**src/rtl/irrigation_timer_pkg.sv**
```systemverilog
// Shared types and helpers for the irrigation watering timer.
// State encoding, BCD limits and preset validation.
package irrigation_timer_pkg;

  typedef enum logic [2:0] {
    ST_IDLE    = 3'd0,
    ST_LOADED  = 3'd1,
    ST_RUNNING = 3'd2,
    ST_PAUSED  = 3'd3,
    ST_DONE    = 3'd4
  } state_t;

  localparam logic [3:0] BCD_MAX      = 4'd9;
  localparam logic [3:0] SEC_TENS_MAX = 4'd5;

  function automatic logic preset_ok(
    input logic [7:0] mn,
    input logic [7:0] sc
  );
    return (mn[7:4] <= BCD_MAX)
        && (mn[3:0] <= BCD_MAX)
        && (sc[7:4] <= SEC_TENS_MAX)
        && (sc[3:0] <= BCD_MAX);
  endfunction

endpackage

```
**src/rtl/irrigation_timer_ctrl_if.sv**
```systemverilog
// Front-panel command / status bundle of the watering timer.
// master = panel side, slave = timer controller side.
interface irrigation_timer_ctrl_if;

  logic [7:0] preset_min;
  logic [7:0] preset_sec;
  logic       load;
  logic       start;
  logic       pause;
  logic       abort;
  logic [7:0] min_bus;
  logic [7:0] sec_bus;
  logic       valve;
  logic       busy;
  logic       done;
  logic       preset_err;

  modport master (
    output preset_min, preset_sec,
    output load, start, pause, abort,
    input  min_bus, sec_bus,
    input  valve, busy, done, preset_err
  );

  modport slave (
    input  preset_min, preset_sec,
    input  load, start, pause, abort,
    output min_bus, sec_bus,
    output valve, busy, done, preset_err
  );

endinterface

```
**src/rtl/irrigation_timer_ctrl_bcd_down_digit.sv**
```systemverilog
// One BCD down-counting digit with parallel load.
// Wraps 0 -> MAX and flags a borrow to the next digit.
module bcd_down_digit
  import irrigation_timer_pkg::*;
#(
  parameter logic [3:0] MAX = BCD_MAX
) (
  input  logic       clock,
  input  logic       reset,
  input  logic       load,
  input  logic [3:0] load_val,
  input  logic       dec_en,
  output logic [3:0] q,
  output logic       borrow_out
);

  assign borrow_out = dec_en && (q == 4'd0);

  // digit register: load wins over decrement
  always_ff @(posedge clock or negedge reset) begin
    if (!reset) begin
      q <= 4'd0;
    end else if (load) begin
      q <= load_val;
    end else if (dec_en) begin
      q <= (q == 4'd0) ? MAX : q - 4'd1;
    end
  end

endmodule

```
**src/rtl/irrigation_timer_ctrl.sv**
```systemverilog
// Watering timer sequencer: BCD MM:SS countdown, valve drive.
// FSM and one-second prescaler; digits in bcd_down_digit.
module irrigation_timer_ctrl #(
  parameter int CLK_PER_SEC = 50_000_000
) (
  input logic                    clock,
  input logic                    reset,
  irrigation_timer_ctrl_if.slave bus
);

  import irrigation_timer_pkg::*;

  localparam int PW = (CLK_PER_SEC > 2)
                    ? $clog2(CLK_PER_SEC) : 1;
  localparam logic [PW-1:0] TC = PW'(CLK_PER_SEC - 1);

  state_t        state;
  state_t        state_n;
  logic [PW-1:0] presc;
  logic [3:0]    su;
  logic [3:0]    st;
  logic [3:0]    mu;
  logic [3:0]    mt;
  logic          b_su;
  logic          b_st;
  logic          b_mu;
  logic          unused_borrow;
  logic [15:0]   cnt;
  logic [15:0]   dig_val;
  logic          dig_load;
  logic          presc_clr;
  logic          run_en;
  logic          step;
  logic          done_n;
  logic          err_n;
  logic          do_abort;
  logic          do_load;
  logic          do_pause;
  logic          do_start;

  assign cnt = {mt, mu, st, su};

  assign do_abort = bus.abort;
  assign do_load  = bus.load && !bus.abort;
  assign do_pause = bus.pause && !bus.load
                 && !bus.abort;
  assign do_start = bus.start && !bus.pause
                 && !bus.load && !bus.abort;

  assign bus.min_bus = {mt, mu};
  assign bus.sec_bus = {st, su};

  // state register
  always_ff @(posedge clock or negedge reset) begin
    if (!reset) begin
      state <= ST_IDLE;
    end else begin
      state <= state_n;
    end
  end

  // command decode, next state, digit and prescaler control
  always_comb begin
    state_n   = state;
    dig_load  = 1'b0;
    dig_val   = '0;
    presc_clr = 1'b0;
    run_en    = (state == ST_RUNNING);
    err_n     = 1'b0;
    done_n    = 1'b0;
    unique case (1'b1)
      do_abort: begin
        state_n   = ST_IDLE;
        dig_load  = 1'b1;
        presc_clr = 1'b1;
        run_en    = 1'b0;
      end
      do_load: begin
        if (state inside {ST_IDLE, ST_LOADED, ST_DONE}) begin
          if (preset_ok(bus.preset_min, bus.preset_sec)) begin
            state_n  = ST_LOADED;
            dig_load = 1'b1;
            dig_val  = {bus.preset_min, bus.preset_sec};
          end else begin
            err_n = 1'b1;
          end
        end
      end
      do_pause: begin
        if (state == ST_RUNNING) begin
          state_n = ST_PAUSED;
          run_en  = 1'b0;
        end
      end
      do_start: begin
        if (state == ST_LOADED && cnt != 16'h0000) begin
          state_n   = ST_RUNNING;
          presc_clr = 1'b1;
        end else if (state == ST_PAUSED) begin
          state_n = ST_RUNNING;
        end
      end
      default: ;
    endcase
    step = run_en && (presc == TC);
    if (step && cnt == 16'h0001) begin
      state_n = ST_DONE;
      done_n  = 1'b1;
    end
  end

  // one-second prescaler, frozen outside RUNNING
  always_ff @(posedge clock or negedge reset) begin
    if (!reset) begin
      presc <= '0;
    end else if (presc_clr) begin
      presc <= '0;
    end else if (run_en) begin
      presc <= (presc == TC) ? '0 : presc + PW'(1);
    end
  end

  // registered status outputs
  always_ff @(posedge clock or negedge reset) begin
    if (!reset) begin
      bus.valve      <= 1'b0;
      bus.busy       <= 1'b0;
      bus.done       <= 1'b0;
      bus.preset_err <= 1'b0;
    end else begin
      bus.valve      <= (state_n == ST_RUNNING);
      bus.busy       <= (state_n inside {ST_RUNNING, ST_PAUSED});
      bus.done       <= done_n;
      bus.preset_err <= err_n;
    end
  end

  bcd_down_digit #(.MAX(BCD_MAX)) u_sec_units (
    .clock      (clock),
    .reset      (reset),
    .load       (dig_load),
    .load_val   (dig_val[3:0]),
    .dec_en     (step),
    .q          (su),
    .borrow_out (b_su)
  );

  bcd_down_digit #(.MAX(SEC_TENS_MAX)) u_sec_tens (
    .clock      (clock),
    .reset      (reset),
    .load       (dig_load),
    .load_val   (dig_val[7:4]),
    .dec_en     (b_su),
    .q          (st),
    .borrow_out (b_st)
  );

  bcd_down_digit #(.MAX(BCD_MAX)) u_min_units (
    .clock      (clock),
    .reset      (reset),
    .load       (dig_load),
    .load_val   (dig_val[11:8]),
    .dec_en     (b_st),
    .q          (mu),
    .borrow_out (b_mu)
  );

  bcd_down_digit #(.MAX(BCD_MAX)) u_min_tens (
    .clock      (clock),
    .reset      (reset),
    .load       (dig_load),
    .load_val   (dig_val[15:12]),
    .dec_en     (b_mu),
    .q          (mt),
    .borrow_out (unused_borrow)
  );

endmodule

```
**src/flat_wrapper.sv**
```systemverilog
// flat-port wrapper written by rule: the top's interface ports become plain ports
module irrigation_timer_ctrl_flat import irrigation_timer_pkg::*;
#(
  parameter int CLK_PER_SEC = 50_000_000
)
  (clock, reset, bus_preset_min, bus_preset_sec, bus_load, bus_start, bus_pause, bus_abort, bus_min_bus, bus_sec_bus, bus_valve, bus_busy, bus_done, bus_preset_err);
  irrigation_timer_ctrl_if bus_i ();
  input logic clock;
  input logic reset;
  input wire logic [$bits(bus_i.preset_min)-1:0] bus_preset_min;
  input wire logic [$bits(bus_i.preset_sec)-1:0] bus_preset_sec;
  input wire logic [$bits(bus_i.load)-1:0] bus_load;
  input wire logic [$bits(bus_i.start)-1:0] bus_start;
  input wire logic [$bits(bus_i.pause)-1:0] bus_pause;
  input wire logic [$bits(bus_i.abort)-1:0] bus_abort;
  output wire logic [$bits(bus_i.min_bus)-1:0] bus_min_bus;
  output wire logic [$bits(bus_i.sec_bus)-1:0] bus_sec_bus;
  output wire logic [$bits(bus_i.valve)-1:0] bus_valve;
  output wire logic [$bits(bus_i.busy)-1:0] bus_busy;
  output wire logic [$bits(bus_i.done)-1:0] bus_done;
  output wire logic [$bits(bus_i.preset_err)-1:0] bus_preset_err;
  assign bus_i.preset_min = bus_preset_min;
  assign bus_i.preset_sec = bus_preset_sec;
  assign bus_i.load = bus_load;
  assign bus_i.start = bus_start;
  assign bus_i.pause = bus_pause;
  assign bus_i.abort = bus_abort;
  assign bus_min_bus = bus_i.min_bus;
  assign bus_sec_bus = bus_i.sec_bus;
  assign bus_valve = bus_i.valve;
  assign bus_busy = bus_i.busy;
  assign bus_done = bus_i.done;
  assign bus_preset_err = bus_i.preset_err;
  irrigation_timer_ctrl #(.CLK_PER_SEC(CLK_PER_SEC)) u_core (.clock(clock), .reset(reset), .bus(bus_i));
endmodule
```
**config.mk**
```make
export PLATFORM = sky130hd
export DESIGN_NAME = irrigation_timer_ctrl_flat
export DESIGN_NICKNAME = d
export VERILOG_FILES = /design/src/rtl/irrigation_timer_pkg.sv /design/src/rtl/irrigation_timer_ctrl_if.sv /design/src/rtl/irrigation_timer_ctrl_bcd_down_digit.sv /design/src/rtl/irrigation_timer_ctrl.sv /design/src/flat_wrapper.sv
export SDC_FILE = /design/constraint.sdc
export NUM_CORES = 1
export LEC_CHECK = 0
export CAP_MARGIN = 20
export CORE_MARGIN = 2
export CORE_UTILIZATION = 50
export CTS_BUF_LIST = sky130_fd_sc_hd__clkbuf_16
export DETAILED_ROUTE_END_ITERATION = 10
export MAX_ROUTING_LAYER = met4
export PLACE_DENSITY_LB_ADDON = 0.15
export RECOVER_POWER = 25
export SLEW_MARGIN = 20
export SYNTH_ARGS = -nofsm -noshare
export SYNTH_HDL_FRONTEND = slang
export SYNTH_SLANG_ARGS = --single-unit
```
**constraint.sdc**
```tcl
create_clock -name clock -period 3.9 [get_ports clock]
set_input_delay 0.39 -clock clock [delete_from_list [all_inputs] [get_ports clock]]
set_output_delay 0.39 -clock clock [all_outputs]
set_load 0.05 [all_outputs]
```
### Word level (Yosys, flattened, before mapping)

Cells that the tools add are included.
W data, S select, Z words.

| cells by class | value |
|---|---|
| $add $sub $neg | 5 |
| magnitude comparators | 4 |
| eq/ne operators | 8 |
| mux-type cells | 35 |
| reduce and logical (&&, ||, !) cells | 32 |

Operator list:

| cell | number |
|---|---|
| $mux W26 | 3 |
| $mux W16 | 3 |
| $mux W4 | 12 |
| $add A26 B1 Y26 const B | 1 |
| $eq A26 B26 Y1 const B | 1 |
| $mux W3 | 6 |
| $eq A16 B1 Y1 const B | 1 |
| $logic_not A4 Y1 | 4 |
| $reduce_bool A16 Y1 | 1 |
| $sub A4 B1 Y4 const B | 4 |
| $logic_and A1 B1 Y1 | 15 |
| $eq A3 B2 Y1 const B | 4 |
| $le A4 B4 Y1 const B | 3 |
| $pmux W3 S4 | 1 |
| $reduce_bool A2 Y1 | 6 |
| $mux W1 | 8 |
| $le A4 B3 Y1 const B | 1 |
| $pmux W1 S2 | 2 |
| $eq A3 B1 Y1 const B | 1 |
| $eq A3 B3 Y1 const B | 1 |
| $logic_not A1 Y1 | 3 |
| $logic_not A3 Y1 | 1 |
| $reduce_bool A3 Y1 | 1 |
| $reduce_or A2 Y1 | 1 |

| storage, ports and cells | value |
|---|---|
| register bits | 49 |
| bits of input ports | 22 |
| logic and storage cells | 94 |

### Logic depth before layout (Yosys ltp)

| logic depth | value |
|---|---|
| word-level depth | 11 |
| mapped depth | 8 |

### By module

From an unflattened synthesis, not the netlist that was laid out.

| unflattened totals | value |
|---|---|
| cell total of the unflattened synthesis | 328 |
| area total of the unflattened synthesis | 3064.2 sq um |

By module, submodules not included:

| module | times used | cells an instance | area each (sq um) |
|---|---|---|---|
| irrigation_timer_ctrl | 1 | 241 | 2168.3 |
| bcd_down_digit (u_core.u_min_tens ...) | 3 | 22 | 231.5 |
| bcd_down_digit (u_core.u_sec_tens) | 1 | 21 | 201.4 |

### Least setup slack after synthesis

No wires, ideal clock.

| timing path | value |
|---|---|
| path type | reg-to-reg |
| start | register u_core.u_sec_tens.q[1] |
| end | register u_core.presc[19] |
| library setup time | 0.121 ns |
| data arrival time | 2.144 ns |
| required time | 3.779 ns |
| setup slack | 1.634 ns |
| cell stages (with the launch flop) | 8 |
| buffers on the path | 1 |
| clock period less this slack | 2.266 ns |
| path through | dfrtp_1 or4_4 nor3b_2 a31o_2 buf_2 a211oi_1 xnor2_1 nor2_1 |

| on the way | value |
|---|---|
| longest elaborated chain between the ends | 5 |
| elaborated cells between the ends (all ways) | 6 |

RTL lines:

| item | line | text |
|---|---|---|
| from (decl) | irrigation_timer_ctrl_bcd_down_digit.sv:13 | `output logic [3:0] q,` |
| from (signal assigned) | irrigation_timer_ctrl_bcd_down_digit.sv:24 | `q <= load_val;` |
| from (signal assigned) | irrigation_timer_ctrl_bcd_down_digit.sv:26 | `q <= (q == 4'd0) ? MAX : q - 4'd1;` |
| $reduce_bool A16 Y1 * | irrigation_timer_ctrl.sv:96 | `if (state == ST_LOADED && cnt != 16'h0000) begin` |
| $logic_and A1 B1 Y1 * | irrigation_timer_ctrl.sv:96 |  |
| $mux W1 * | irrigation_timer_ctrl.sv:96 |  |
| $pmux W1 S2 * | irrigation_timer_ctrl.sv:71 | `unique case (1'b1)` |
| $mux W26 or $reduce_bool A2 Y1 (tied branches) | -- |  |
| to (signal assigned) | irrigation_timer_ctrl.sv:119 | `presc <= (presc == TC) ? '0 : presc + PW'(1);` |
| to (decl) | irrigation_timer_ctrl.sv:19 | `logic [PW-1:0] presc;` |

Every way passes the cells marked *; elsewhere a longest branch is shown, timed or not.
A chain may end at the register's enable or synchronous reset.

### Worst setup path after layout

| timing path | value |
|---|---|
| start | input bus_pause |
| end | register u_core.u_sec_units.q[3] |

| on the way | value |
|---|---|
| longest elaborated chain between the ends | 6 |

RTL lines:

| item | line | text |
|---|---|---|
| from (decl) | flat_wrapper.sv:14 | `input wire logic [$bits(bus_i.pause)-1:0] bus_pause;` |
| $logic_and A1 B1 Y1 | irrigation_timer_ctrl.sv:45 | `assign do_pause = bus.pause && !bus.load` |
| $logic_and A1 B1 Y1 | irrigation_timer_ctrl.sv:46 | `&& !bus.abort;` |
| $reduce_or A2 Y1 (no source line) | -- |  |
| $mux W1 | -- |  |
| $logic_and A1 B1 Y1 | irrigation_timer_ctrl.sv:105 | `step = run_en && (presc == TC);` |
| $reduce_bool A2 Y1 (no source line) | -- |  |
| to (signal assigned) | irrigation_timer_ctrl_bcd_down_digit.sv:24 |  |
| to (signal assigned) | irrigation_timer_ctrl_bcd_down_digit.sv:26 |  |
| to (decl) | irrigation_timer_ctrl_bcd_down_digit.sv:13 |  |

Every way passes these cells.

==> metrics.cfg <==
[run_status]
status=finished with violations
failed_checks=max-capacitance violations, max-slew violations

[clocking]
clkSinkCount=49
holdBufCountCts=0
cts_root_buffer=clkbuf_16
tritoncts=built
htree_levels=2
post_cts_resize_count=0
cts_setup_buffers=0
cts.clk_slew.worst_paths_ns=0.06
clock_latency_ns=0.28
cts.path.max_buffers=2
numCtsBuffers=5

[sta]
skew_ns=0.00451
hold_violations=0
period_share=0.653
max-slew-margin-rel=-0.777
rsz0062_at_grt=no
fin_ws_ns=1.35
finalCriticalPeriod_ns=2.55
tightest_slew_ns=2.67
finalSetupViolations=0
fin_tns_setup_ns=0
fmax_mhz=393
maxSlewViolCount=50

[die]
rows=27
start_util=0.525
design.core.area_um2=5610
die_area_um2=6520
chipWidth_um=80.7
dieHeight_um=80.7
ios=42

[cells_and_area]
area_growth_pct=20.8
layout_common_cells=dfrtp_1, nand2_1, nor2_1, clkdlybuf4s50_1, a21oi_1
fillCellCount=492
fin_area_um2=3560
final_common_cell=dfrtp_1
drive_gt1_frac=0.0847
fin_nets=400
antennaDiodeCount=0

[synth]
ys_async_sr_fraction=1.00
avgSynthCellArea_um2=8.74
ys_ff_latch=49
synth_cell_type_count=53
syn-num-nets=360
yosys_warnings=0
synth_ff_type=dfrtp_1
synth-edff-count=0
syn-instance-count=337
syn_area_um2=2940
ys_seq_area_frac=0.416

[worst_setup_path]
worst_ep_required_time_ns=4.07
reg2reg_slack_ns=1.40
endpoint=u_core.u_sec_units.q[3]
reg2reg_from=u_core.u_sec_tens.q[1]
path_depth=6
reg2reg_depth=6
crit_fanout=13
start_kind=input pin
critPathKind=input pin to flip-flop
end_kind=flip-flop
crit_chain=clkdlybuf4s50_1, nor2b_1, or3_1, or4_1, o21ai_1, o2bb2a_4
max_stage_delay_ns=0.75
cp.arrival_ns=2.72
crit_buf_inv=1
slowest_stage=or4_1
r2r_end=u_core.presc[13]
crit_family=simple AND/OR/NAND/NOR gates
cp-startpoint=bus_pause

[place]
place_area_um2=3420
globalplace.congestion=0.879
place_ws_ns=1.08
io_buffer_count=41
dp_hpwl_um=4860

[drt]
drc=0
final_antenna_net_count=0
routed_via_density=5.82
routedWlPerCell_um=15.2
dr.pass1.iters=4
drt_iter0_markers=137
vias=2619
drt_wl_total_um=6830

[power_and_ir_drop]
leakagePower_nw=1.40
p_per_area_nw_per_um2=317
p_int_mw=0.825
power.share.sequential=0.481
p_comb_frac=0.164
switchingPower_mw=0.300
ir_drop_mv=0.147
p_clk_frac=0.355
p_sw_frac=0.267

[global_route]
grt_pass1_vias=2408
grt_usage=0.232
grt_start_max_net_pins=50
grt_pass1_wl_um=11400
antenna_found_initial=0
overflow=0

[run]
max-cap-violations=1

[min_path]
hold_depth=2
hp-class=flip-flop to flip-flop

==> kinds of logic (layout without fill, tap and decap cells) <==
group,after synthesis,in the layout,share of synthesized area
fa+ha+maj,1,1,0.00425
xor+xnor,16,16,0.0476
simple gates,172,172,0.324
buf+inv,19,60,0.0263
compound gates,80,80,0.181
flops,49,49,0.416
==> worst min path at each step <==
stage               slack (ns)                endpoint              from
floorplan                 0.09         u_core.bus.busy             reset
global placement          0.53        u_core.presc[13]  u_core.presc[13]
detailed placement        0.53        u_core.presc[25]  u_core.presc[25]
CTS                       0.35  u_core.u_min_tens.q[1]             reset
global route              0.57        u_core.presc[23]  u_core.presc[23]
finish                    0.54        u_core.presc[25]  u_core.presc[25]
==> flip-flops by register name, summed over array words and instances, names as in the netlist <==
register and cells:
u_core.u_min_units.q 4, u_core.u_min_tens.q 4, u_core.u_sec_tens.q 4, u_core.state 3
u_core.u_sec_units.q 4, u_core.bus.valve 1, u_core.presc 26, u_core.bus.done 1
u_core.bus.busy 1, u_core.bus.preset_err 1
==> per-stage QoR <==
step	utilization	power, mW	hold WS, ns	std cells
floorplan	-	0.660	0.0944	337
global placement	0.610	0.735	0.529	442
detailed placement	0.610	0.737	0.529	442
CTS	0.635	1.14	0.354	450
global route	0.634	1.18	0.571	450
finish	0.634	1.13	0.541	450
==> area by class of cell <==
| type | count | area [um2] | share of cell area |
|---|---|---|---|
| Multi-Input combinational cell | 269 | 1640 | 0.461 |
| Sequential cell | 49 | 1230 | 0.345 |
| Timing Repair Buffer | 46 | 442 | 0.124 |
| Clock buffer | 5 | 125 | 0.0352 |
| Tap cell | 72 | 90.1 | 0.0253 |
| Inverter | 6 | 22.5 | 0.00633 |
| Clock inverter | 3 | 11.3 | 0.00317 |
==> worst reg2reg max path, delay by kind of cell (launching register included) <==
| family | cells | cell delay (ns) |
|---|---|---|
| and+or+nand+nor | 4 | 1.22 |
| DFF | 1 | 0.42 |
| AOI/OAI and AO/OA | 2 | 0.79 |
==> power by group through the flow <==
stage               clock [mW]  sequential, mW  combinational, mW
floorplan                    0           0.591             0.0696
global placement             0           0.550              0.186
detailed placement           0           0.551              0.186
CTS                      0.413           0.541              0.187
global route             0.440           0.544              0.201
finish                   0.399           0.542              0.185
==> metal layers <==
layer  vias up  GRT usage  share of wire
met5         -          -              0
met2        64      0.377           0.48
met3         4     0.0289          0.052
met1      1241      0.303           0.46
li1       1310          -              -
met4         0     0.0797         0.0094
==> cells in the mapped netlist, types with 2 or more instances <==
cell type	n	area, um2
a2111oi_0	2	17.5
a211oi_1	6	45.0
a21o_1	9	67.6
a21oi_1	25	125
a2bb2oi_1	7	61.3
a31o_2	2	17.5
and2_1	2	12.5
and3_1	3	18.8
and4_1	2	17.5
buf_2	5	25.0
clkbuf_1	8	30.0
dfrtp_1	49	1230
inv_1	6	22.5
nand2_1	44	165
nand2b_1	4	25.0
nand3_1	19	95.1
nand4_1	11	68.8
nand4_2	2	25.0
nand4b_1	3	26.3
nor2_1	40	150
nor2b_1	2	12.5
nor3_1	6	30.0
nor3_2	2	20.0
nor3b_1	2	15.0
nor4_1	5	31.3
nor4b_2	2	30.0
o21ai_0	17	85.1
o21ai_1	2	10.0
or2_2	2	12.5
or3_1	8	50.1
or4_1	3	22.5
or4_4	2	22.5
xnor2_1	13	114
xor2_1	3	26.3
Note: power is estimated with default switching activity, not from simulation.
